[config.mk]
export PLATFORM = sky130hd
export DESIGN_NAME = keycode_conditioner
export DESIGN_NICKNAME = d
export VERILOG_FILES = /design/src/rtl/keycode_conditioner.sv
export SDC_FILE = /design/constraint.sdc
export NUM_CORES = 1
export LEC_CHECK = 0
export CAP_MARGIN = 40
export CORE_MARGIN = 1
export CORE_UTILIZATION = 35
export CTS_BUF_LIST = sky130_fd_sc_hd__clkbuf_8 sky130_fd_sc_hd__clkbuf_16
export DETAILED_ROUTE_END_ITERATION = 6
export GPL_ROUTABILITY_DRIVEN = 0
export SLEW_MARGIN = 5
export SYNTH_ARGS = -nofsm -noshare
export SYNTH_HDL_FRONTEND = slang
export SYNTH_SLANG_ARGS = --single-unit
[constraint.sdc]
create_clock -name CLK -period 6.4 [get_ports CLK]
set_input_delay 1.28 -clock CLK [delete_from_list [all_inputs] [get_ports CLK]]
set_output_delay 1.28 -clock CLK [all_outputs]
set_load 0.05 [all_outputs]
[src/rtl/keycode_conditioner.sv]
// keycode_conditioner
//
// Conditions the raw 8-bit keycode coming from the USB/Nios PIO before it is
// handed to the game logic (game_state, doodle). The raw code is
// synchronized into the CLK domain and debounced. It is then committed to
// the output only on the rising edge of the VGA vsync (frame_clk), so the
// game never sees a key change in the middle of a frame.
//
// Parameters
//   DEBOUNCE_CYC  CLK cycles a synchronized code must stay constant before it
//                 is accepted (1..65535).
//   REPEAT_DELAY  frames a key must be held before the first auto-repeat
//                 pulse; 0 disables auto-repeat.
//   REPEAT_RATE   frames between subsequent auto-repeat pulses (1..255).
//
// Ports
//   CLK            in   system clock (50 MHz, shared with the VGA controller)
//   RESET_N        in   asynchronous active-low reset
//   keycode_in     in   [7:0] raw keycode, asynchronous to CLK, 0 = no key
//   frame_clk      in   VGA vsync level, already in the CLK domain
//   keycode        out  [7:0] debounced, frame-aligned keycode, 0 = none
//   key_valid      out  high while keycode != 0
//   press          out  one-CLK pulse when a new key is committed
//   release_pulse  out  one-CLK pulse when the committed key is dropped
//   repeat_pulse   out  one-CLK auto-repeat pulse
//   hold_frames    out  [7:0] frames the current key has been held, saturates at 255
module keycode_conditioner #(
   parameter int unsigned DEBOUNCE_CYC = 16,
   parameter int unsigned REPEAT_DELAY = 20,
   parameter int unsigned REPEAT_RATE  = 4
) (
   input  logic       CLK,
   input  logic       RESET_N,
   input  logic [7:0] keycode_in,
   input  logic       frame_clk,
   output logic [7:0] keycode,
   output logic       key_valid,
   output logic       press,
   output logic       release_pulse,
   output logic       repeat_pulse,
   output logic [7:0] hold_frames
);

   typedef enum logic [1:0] {
      ST_IDLE   = 2'd0,
      ST_DOWN   = 2'd1,
      ST_REPEAT = 2'd2
   } state_t;

   localparam logic [16:0] DEB_LIM  = 17'(DEBOUNCE_CYC);
   localparam logic [8:0]  RATE_LIM = 9'(REPEAT_RATE);

   // ------------------------------------------------------------------
   // Synchronizer, frame edge detector and debounce state
   // ------------------------------------------------------------------
   logic [7:0]  ks1_reg;
   logic [7:0]  ks2_reg;
   logic [7:0]  cand_reg;
   logic [7:0]  deb_reg;
   logic [15:0] stab_cnt_reg;
   logic        fc_d_reg;
   logic        frame_tick;

   // ------------------------------------------------------------------
   // Frame FSM state and registered outputs
   // ------------------------------------------------------------------
   state_t      state_reg;
   logic [7:0]  key_reg;
   logic        valid_reg;
   logic        press_reg;
   logic        release_reg;
   logic        repeat_reg;
   logic [7:0]  hold_reg;
   logic [7:0]  rep_cnt_reg;

   logic [7:0]  hold_next;
   logic        delay_hit;
   logic        rate_hit;

   // Two-flop synchronizer for the asynchronous PIO code, plus the
   // registered copy of frame_clk used for edge detection. fc_d resets
   // high so a frame_clk that is already high when reset is released is
   // not mistaken for a vsync edge.
   always_ff @(posedge CLK or negedge RESET_N) begin
      if (!RESET_N) begin
         ks1_reg  <= 8'd0;
         ks2_reg  <= 8'd0;
         fc_d_reg <= 1'b1;
      end else begin
         ks1_reg  <= keycode_in;
         ks2_reg  <= ks1_reg;
         fc_d_reg <= frame_clk;
      end
   end

   assign frame_tick = frame_clk & ~fc_d_reg;

   // Debounce: any change of the synchronized code restarts the stability
   // count. The candidate is promoted to deb on the cycle the count reaches
   // DEBOUNCE_CYC; after that the counter parks at the limit, so deb is
   // not rewritten until a new code has been stable long enough.
   always_ff @(posedge CLK or negedge RESET_N) begin
      if (!RESET_N) begin
         cand_reg     <= 8'd0;
         stab_cnt_reg <= 16'd0;
         deb_reg      <= 8'd0;
      end else begin
         if (ks2_reg != cand_reg) begin
            cand_reg     <= ks2_reg;
            stab_cnt_reg <= 16'd0;
         end else if ({1'b0, stab_cnt_reg} < DEB_LIM) begin
            stab_cnt_reg <= stab_cnt_reg + 16'd1;
            if (({1'b0, stab_cnt_reg} + 17'd1) == DEB_LIM) begin
               deb_reg <= cand_reg;
            end
         end
      end
   end

   // Saturating hold counter and repeat-schedule comparisons.
   assign hold_next = (hold_reg == 8'hFF) ? 8'hFF : (hold_reg + 8'd1);
   assign delay_hit = (REPEAT_DELAY != 0) && (32'(hold_next) == REPEAT_DELAY);
   assign rate_hit  = (({1'b0, rep_cnt_reg} + 9'd1) == RATE_LIM);

   // Frame FSM. It only evaluates on frame_tick, and it reads deb_reg as it
   // stood before this edge, so a deb update coinciding with the tick is
   // picked up on the following frame. Pulses are cleared every cycle, so
   // each is at most one CLK wide and appears only after a tick.
   always_ff @(posedge CLK or negedge RESET_N) begin
      if (!RESET_N) begin
         state_reg   <= ST_IDLE;
         key_reg     <= 8'd0;
         valid_reg   <= 1'b0;
         press_reg   <= 1'b0;
         release_reg <= 1'b0;
         repeat_reg  <= 1'b0;
         hold_reg    <= 8'd0;
         rep_cnt_reg <= 8'd0;
      end else begin
         press_reg   <= 1'b0;
         release_reg <= 1'b0;
         repeat_reg  <= 1'b0;

         if (frame_tick) begin
            case (state_reg)
               ST_IDLE: begin
                  if (deb_reg != 8'd0) begin
                     key_reg     <= deb_reg;
                     valid_reg   <= 1'b1;
                     press_reg   <= 1'b1;
                     hold_reg    <= 8'd0;
                     rep_cnt_reg <= 8'd0;
                     state_reg   <= ST_DOWN;
                  end
               end

               ST_DOWN, ST_REPEAT: begin
                  if (deb_reg == 8'd0) begin
                     // Key dropped.
                     release_reg <= 1'b1;
                     key_reg     <= 8'd0;
                     valid_reg   <= 1'b0;
                     hold_reg    <= 8'd0;
                     rep_cnt_reg <= 8'd0;
                     state_reg   <= ST_IDLE;
                  end else if (deb_reg != key_reg) begin
                     // Direct switch to another key: release the old one and
                     // press the new one in the same cycle.
                     release_reg <= 1'b1;
                     press_reg   <= 1'b1;
                     key_reg     <= deb_reg;
                     valid_reg   <= 1'b1;
                     hold_reg    <= 8'd0;
                     rep_cnt_reg <= 8'd0;
                     state_reg   <= ST_DOWN;
                  end else begin
                     hold_reg <= hold_next;
                     if (state_reg == ST_DOWN) begin
                        if (delay_hit) begin
                           repeat_reg  <= 1'b1;
                           rep_cnt_reg <= 8'd0;
                           state_reg   <= ST_REPEAT;
                        end
                     end else begin
                        // The repeat cadence runs off rep_cnt, not hold
                        // frames, so it keeps firing after hold saturates.
                        if (rate_hit) begin
                           repeat_reg  <= 1'b1;
                           rep_cnt_reg <= 8'd0;
                        end else begin
                           rep_cnt_reg <= rep_cnt_reg + 8'd1;
                        end
                     end
                  end
               end

               default: begin
                  state_reg <= ST_IDLE;
               end
            endcase
         end
      end
   end

   assign keycode       = key_reg;
   assign key_valid     = valid_reg;
   assign press         = press_reg;
   assign release_pulse = release_reg;
   assign repeat_pulse  = repeat_reg;
   assign hold_frames   = hold_reg;

endmodule

==> flow_metrics.py, run 1 <==
metrics = {
    "grt": {
        "grtUsageMet2_pct": 21.2,
        "grt_use_met3_pct": 3.15,
        "grt_pass1_wl_mm": 10.7,
        "grt-busiest-layer": "met2",
        "grt_use_total_pct": 13.5,
        "antenna_found_initial": 0,
        "grt_use_met1_pct": 17.4,
        "grt-ovfl-total": 0,
        "grt_max_degree": 63,
        "grt_pass1_vias": 2235,
    },
    "power_and_ir_drop": {
        "switching_share_pct": 24.3,
        "power.leakage_uw": 0.00179,
        "seqPwrFrac_pct": 54.8,
        "p_sw_uw": 229,
        "clkPwrFrac_pct": 41.0,
        "p_int_uw": 716,
        "ir_drop_mv": 0.145,
        "power_density_mw_per_mm2": 228,
        "power_frac_comb_pct": 4.2,
    },
    "synthesis": {
        "avgSynthCellArea_um2": 11.9,
        "yosysTopAreaCellShare_pct": 55.7,
        "synth-seq-area-share_pct": 56.5,
        "synth.area.top_cells": "dfrtp_1 56%, mux2_2 5.5%, xnor2_1 4.5%",
        "synth_cells": 295,
        "synth_enable_flop_cells": 0,
        "yosys_warnings": 0,
        "ys.flop_type": "dfrtp_1",
        "ys_types": 55,
        "synthArstFlopShare_pct": 100,
        "ys_seq_elements": 79,
        "mappedNetlistArea_mm2": 0.00350,
        "syn_nets": 314,
        "synth_top_cell_by_area": "dfrtp_1",
    },
    "sta": {
        "setup-tns-final_ps": 0,
        "finalHoldViolations": 0,
        "max_clock_freq_mhz": 329,
        "post-route-min-period_ps": 3040,
        "final_max_slew_viol_count": 0,
        "slew_headroom_pct": 55.4,
        "rsz0062_at_grt": "no",
        "finClkSkew_ps": 7.64,
        "tightestPinTransition_ps": 666,
        "setup_violations": 0,
        "fin_crit_sh_pct": 47.5,
        "setup_ws_ps": 3360,
    },
    "critical_path": {
        "startpoint": "frame_clk",
        "crit_end": "keycode[2]",
        "cp_data_required_time_ps": 6630,
        "cp_max_fo": 10,
        "crit_slowest_cell": "a211oi_2",
        "crit_path_end_kind": "flop",
        "crit_type": "input pin to flop",
        "max_stage_delay_ps": 550,
        "worstPathCellList": "clkdlybuf4s50_1 -> nand2b_1 -> a211oi_2 -> nand2_1 -> mux2_2",
        "worstPathArrival_ps": 3280,
        "r2r_start": "state_reg[0]",
        "worstRegToRegCells": 7,
        "critPathBufInv": 1,
        "regToRegSetupSlack_ps": 3800,
        "cp-start-kind": "input pin",
        "critPathTopFamily": "simple AND/OR/NAND/NOR gates",
        "crit_cells": 5,
        "r2r-end": "rep_cnt_reg[5]",
    },
    "finish": {
        "fillers": 953,
        "diodes": 0,
        "areaGrowthSynthToFinish_pct": 18.4,
        "largest_reg_flops": 16,
        "instances_no_fill": 460,
        "nNetsFinal": 341,
        "drive_above_1_share_pct": 15.3,
        "fin_area_mm2": 0.00415,
    },
    "clocking": {
        "path_clk_slew_ps": 90,
        "cts_max_path_buffers": 2,
        "clock-sinks": 79,
        "clock_latency_ps": 350,
        "cts_tree": "done",
        "cts-hold-fix-buffers": 0,
        "h-tree-depth": 3,
        "ctsResizeCount": 0,
        "clock-root-buffer": "clkbuf_8",
        "cts_setup_buffers": 0,
        "cts_buffers": 9,
    },
    "drt": {
        "wl_mm": 6.37,
        "vias": 2294,
        "ant_nets": 0,
        "wl_per_cell_um": 13.9,
        "first_iter_violations": 78,
        "firstDrtPassIters": 6,
        "via_per_inst": 4.99,
        "drc": 0,
    },
    "floorplanning": {
        "placementRows": 36,
        "core_area_mm2": 0.00973,
        "dieArea_mm2": 0.0104,
        "die_x_um": 102,
        "ios": 31,
        "dieHeight_um": 102,
        "start_util_pct": 36.0,
    },
    "min_path": {
        "hold-path-cell-count": 0,
        "hold_path_class": "flop to flop",
    },
    "placed_design": {
        "dp_hpwl_mm": 4.43,
        "post_dp_cell_area_mm2": 0.00394,
        "io_buffer_count": 30,
        "dp_slack_ps": 2990,
        "dp.cells": 444,
    },
    "outcome": {
        "status": "finished clean",
    },
    "job": {
        "timing.max_cap.violations": 0,
    },
}
area by class of cell:
| type | instances | area [um2] | area share (%) |
|---|---|---|---|
| clock buffers | 9 | 124 | 2.99 |
| clock inverters | 7 | 86.3 | 2.08 |
| well taps | 133 | 166 | 4.01 |
| multi-input cells | 197 | 1450 | 35.0 |
| flip-flops and latches | 79 | 1980 | 47.7 |
| repair buffers | 31 | 325 | 7.84 |
| inverters | 4 | 15.0 | 0.362 |
kinds of logic (layout without fill, tap and decap cells):
group                    Yosys count  count (layout)  synth area share (%)
flip-flops                        79              79                  56.5
XOR/XNOR                          22              22                  5.50
multiplexers                      20              20                  6.32
AND/OR/NAND/NOR                   92              92                  15.4
adder cells (fa/ha/maj)            8               8                  2.86
buffers and inverters             19              51                  2.04
AO/OA/AOI/OAI                     55              55                  11.4
power by group through the flow:
stage / Sequential (uW) / Clock (uW) / Combinational (uW)
finish: 518 / 387 / 39.5
global route: 520 / 424 / 44.3
CTS: 519 / 405 / 40.8
detailed placement: 529 / 0 / 40.7
global placement: 528 / 0 / 37.9
floorplan: 531 / 0 / 15.2
how the worst min path moves through the flow:
stage	slack [ps]	end	start
finish	350	ks2_reg[1]	ks1_reg[1]
global route	360	ks2_reg[3]	ks1_reg[3]
global placement	330	ks2_reg[2]	ks1_reg[2]
floorplan	330	ks2_reg[0]	ks1_reg[0]
detailed placement	330	ks2_reg[6]	ks1_reg[6]
CTS	360	ks2_reg[6]	ks1_reg[6]
cell usage after synthesis (4+ instances only):
master and number:
nor3_1 9, nand2b_1 6, ha_1 8, xnor2_1 18, or2_2 4, xor2_1 4
nor2_1 10, nand2_1 13, nand3_1 8, nor4_1 4, a211oi_1 4, nand4_1 6
inv_1 4, mux2_2 17, o21ai_0 6, dfrtp_1 78, a21oi_1 12, clkbuf_1 15
and2_1 11, and3_1 5, a21o_1 4
layout by cell type, fill, tap and decap left out, types with 2 or more instances in the layout:
| cell | count |
|---|---|
| dfrtp_1 | 78 |
| clkdlybuf4s50_1 | 29 |
| xnor2_1 | 18 |
| mux2_2 | 17 |
| nand2_1 | 13 |
| a21oi_1 | 12 |
| and2_1 | 11 |
| nor2_1 | 10 |
| nor3_1 | 9 |
| clkbuf_8 | 9 |
| nand3_1 | 8 |
| ha_1 | 8 |
| nand2b_1 | 6 |
| o21ai_0 | 6 |
| nand4_1 | 6 |
| and3_1 | 5 |
| inv_1 | 4 |
| xor2_1 | 4 |
| or2_2 | 4 |
| a21o_1 | 4 |
| a211oi_1 | 4 |
| nor4_1 | 4 |
| mux2i_1 | 3 |
| and4b_1 | 3 |
| a31oi_1 | 3 |
| o2bb2ai_1 | 3 |
| o21bai_1 | 3 |
| o21ai_1 | 3 |
| nor3b_1 | 2 |
| or4_1 | 2 |
| a41o_1 | 2 |
| inv_6 | 2 |
| inv_8 | 2 |
worst register-to-register path, stage by stage, from the launching register on:
cell     delay [ps]
dfrtp_1         400
inv_1            80
ha_1            370
inv_1            90
or4_4           640
a311o_1         460
or2_4           300
o31ai_2         170
metrics by stage:
| step | hold WS [ps] | util [%] | total power [uW] |
|---|---|---|---|
| 4_1_cts | 356 | 42.6 | 965 |
| 5_1_grt | 361 | 42.6 | 989 |
| 2_1_floorplan | 331 | - | 546 |
| 3_3_place_gp | 333 | 40.2 | 566 |
| 3_5_place_dp | 335 | 40.5 | 569 |
| 6_report | 353 | 42.6 | 945 |
metal layers:
metal / vias up / routed length, um
li1: 1120 / -
met1: 1106 / 3010
met2: 54 / 2970
met3: 14 / 239
met4: 0 / 153
met5: - / 0
Power figures use the tool's default switching activity.
==> inputs of run 2 (changes only) <==
==> constraint.sdc (replaced) <==
create_clock -name CLK -period 2.63 [get_ports CLK]
set_input_delay 0.526 -clock CLK [delete_from_list [all_inputs] [get_ports CLK]]
set_output_delay 0.526 -clock CLK [all_outputs]
set_load 0.05 [all_outputs]
==> flow_metrics.py, run 2 (synthesized netlist as in run 1, its figures left out) <==
metrics = {
    "outcome": {
        "status": "finished clean",
    },
    "finish": {
        "final_common_cell": "dfrtp_1",
        "final_cell_mix": "78 x dfrtp_1, 29 x clkdlybuf4s50_1, 18 x xnor2_1",
        "final_core_util_pct": 43.0,
        "diodes": 0,
        "largest_reg_flops": 16,
        "areaGrowthSynthToFinish_pct": 19.3,
        "nNetsFinal": 346,
        "drive_above_1_share_pct": 16.6,
    },
    "drt": {
        "drc": 0,
        "firstDrtPassIters": 5,
        "wl_per_cell_um": 13.9,
        "vias": 2321,
        "first_iter_violations": 88,
        "wl_mm": 6.46,
        "ant_nets": 0,
        "via_per_inst": 4.99,
    },
    "sta": {
        "post-route-min-period_ps": 2490,
        "final_max_slew_viol_count": 0,
        "slew_headroom_pct": 66.7,
        "setup_violations": 0,
        "holdWs_ps": 81.2,
        "max_clock_freq_mhz": 402,
        "finalHoldViolations": 0,
        "fin_crit_sh_pct": 94.7,
        "tightestPinTransition_ps": 498,
        "rsz0062_at_grt": "no",
        "setup_ws_ps": 139,
        "setup-tns-final_ps": 0,
        "finClkSkew_ps": 11.9,
    },
    "power_and_ir_drop": {
        "power_frac_comb_pct": 4.2,
        "seqPwrFrac_pct": 54.8,
        "power_density_mw_per_mm2": 551,
        "switching_share_pct": 23.6,
        "ir_drop_mv": 0.360,
        "power.leakage_uw": 0.00182,
        "p_int_uw": 1760,
        "totalPowerFinal_uw": 2300,
        "clkPwrFrac_pct": 41.0,
        "p_sw_uw": 543,
    },
    "clocking": {
        "cts_max_path_buffers": 2,
        "cts-hold-fix-buffers": 0,
        "clock_latency_ps": 350,
        "cts_tree": "done",
        "clock-root-buffer": "clkbuf_8",
        "h-tree-depth": 3,
        "cts_buffers": 9,
        "ctsResizeCount": 0,
        "clock-sinks": 79,
        "path_clk_slew_ps": 80,
    },
    "floorplanning": {
        "core_area_mm2": 0.00973,
        "dieHeight_um": 102,
        "dieArea_mm2": 0.0104,
        "placementRows": 36,
        "die_x_um": 102,
        "start_util_pct": 36.0,
        "ios": 31,
    },
    "critical_path": {
        "worstPathCellList": "inv_1 -> ha_1 -> inv_1 -> or4_4 -> buf_4 -> nand2_1 -> mux2_2",
        "cp_data_required_time_ps": 2870,
        "crit_type": "flop to flop",
        "cp_max_fo": 9,
        "cp-start-kind": "flop",
        "cpMostUsedCell": "inv_1",
        "crit_path_end_kind": "flop",
        "crit_slowest_cell": "or4_4",
        "max_stage_delay_ps": 590,
        "worstPathArrival_ps": 2730,
    },
    "min_path": {
        "hold_path_class": "input pin to asynchronous set/reset pin",
    },
    "grt": {
        "grtUsageMet2_pct": 20.9,
        "grt_pass1_wl_mm": 10.9,
        "grt_use_total_pct": 13.8,
        "grt_use_met3_pct": 4.10,
        "grt_use_met1_pct": 18.3,
        "grt_pass1_vias": 2266,
        "antenna_found_initial": 0,
        "grt_max_degree": 55,
        "grt-ovfl-total": 0,
        "grt-busiest-layer": "met2",
    },
    "placed_design": {
        "dp_hpwl_mm": 4.51,
        "dp_slack_ps": 140,
        "io_buffer_count": 30,
    },
    "job": {
        "timing.max_cap.violations": 0,
    },
}
==> run 2: cell count changes in the layout (fill, tap and decap cells not counted) <==
cell / delta
buf_12: +1
buf_16: -1
buf_4: +5
clkbuf_8: +1
clkinv_4: +1
clkinvlp_4: -1
inv_6: +1
inv_8: -2
==> run 2: metal layers <==
metal	vias up	part of all wire, %
met3	15	4.6
met2	62	46
met1	1121	47
met5	-	0
li1	1123	-
met4	0	2.3
==> run 2: path summary, 6_finish.rpt <==
check,from,endpoint,slack [ps],cells after the start
max in group asynchronous,RESET_N,keycode[4],1950,2
worst max register to register,state_reg[0],keycode[1],140,7
min in group CLK,ks1_reg[1],ks2_reg[1],350,0
worst max-delay path,state_reg[0],keycode[1],140,7
worst min-delay path,RESET_N,rep_cnt_reg[2],80,1
worst min register to register,ks1_reg[1],ks2_reg[1],350,0
==> run 2: what timing repair did <==
| action | 4_1_cts | 5_1_grt |
|---|---|---|
| hold endpoints to repair | 0 | 0 |
| buffers inserted | 0 | 0 |
| endpoints found under the setup margin | 0 | 1 |
==> run 2: through the flow <==
stage | std cells | instance area [um2]
floorplan | 295 | 3500
global placement | 449 | 3970
detailed placement | 449 | 3970
CTS | 465 | 4180
global route | 465 | 4180
finish | 465 | 4180
==> run 2: power groups by stage <==
stage          Combinational, uW  Clock (uW)  Sequential, uW
3_3_place_gp                97.8           0            1290
3_5_place_dp                98.7           0            1290
4_1_cts                     99.1         979            1260
6_report                    96.5         945            1260
2_1_floorplan               36.9           0            1290
5_1_grt                      108        1020            1270
==> run 2: area by class of cell <==
class                   count  area, um2
flip-flops and latches     79       1980
clock buffers              10        138
clock inverters             6       73.8
multi-input cells         197       1450
well taps                 133        166
inverters                   4       15.0
repair buffers             36        355
fillers                   939       5550
==> run 2: critical path: cells and delay by family, from the launching register on <==
family	cells	cell delay (ps)
mux	1	390
buf+inv	3	360
flops	1	400
fa+ha+maj	1	360
simple gates	2	890
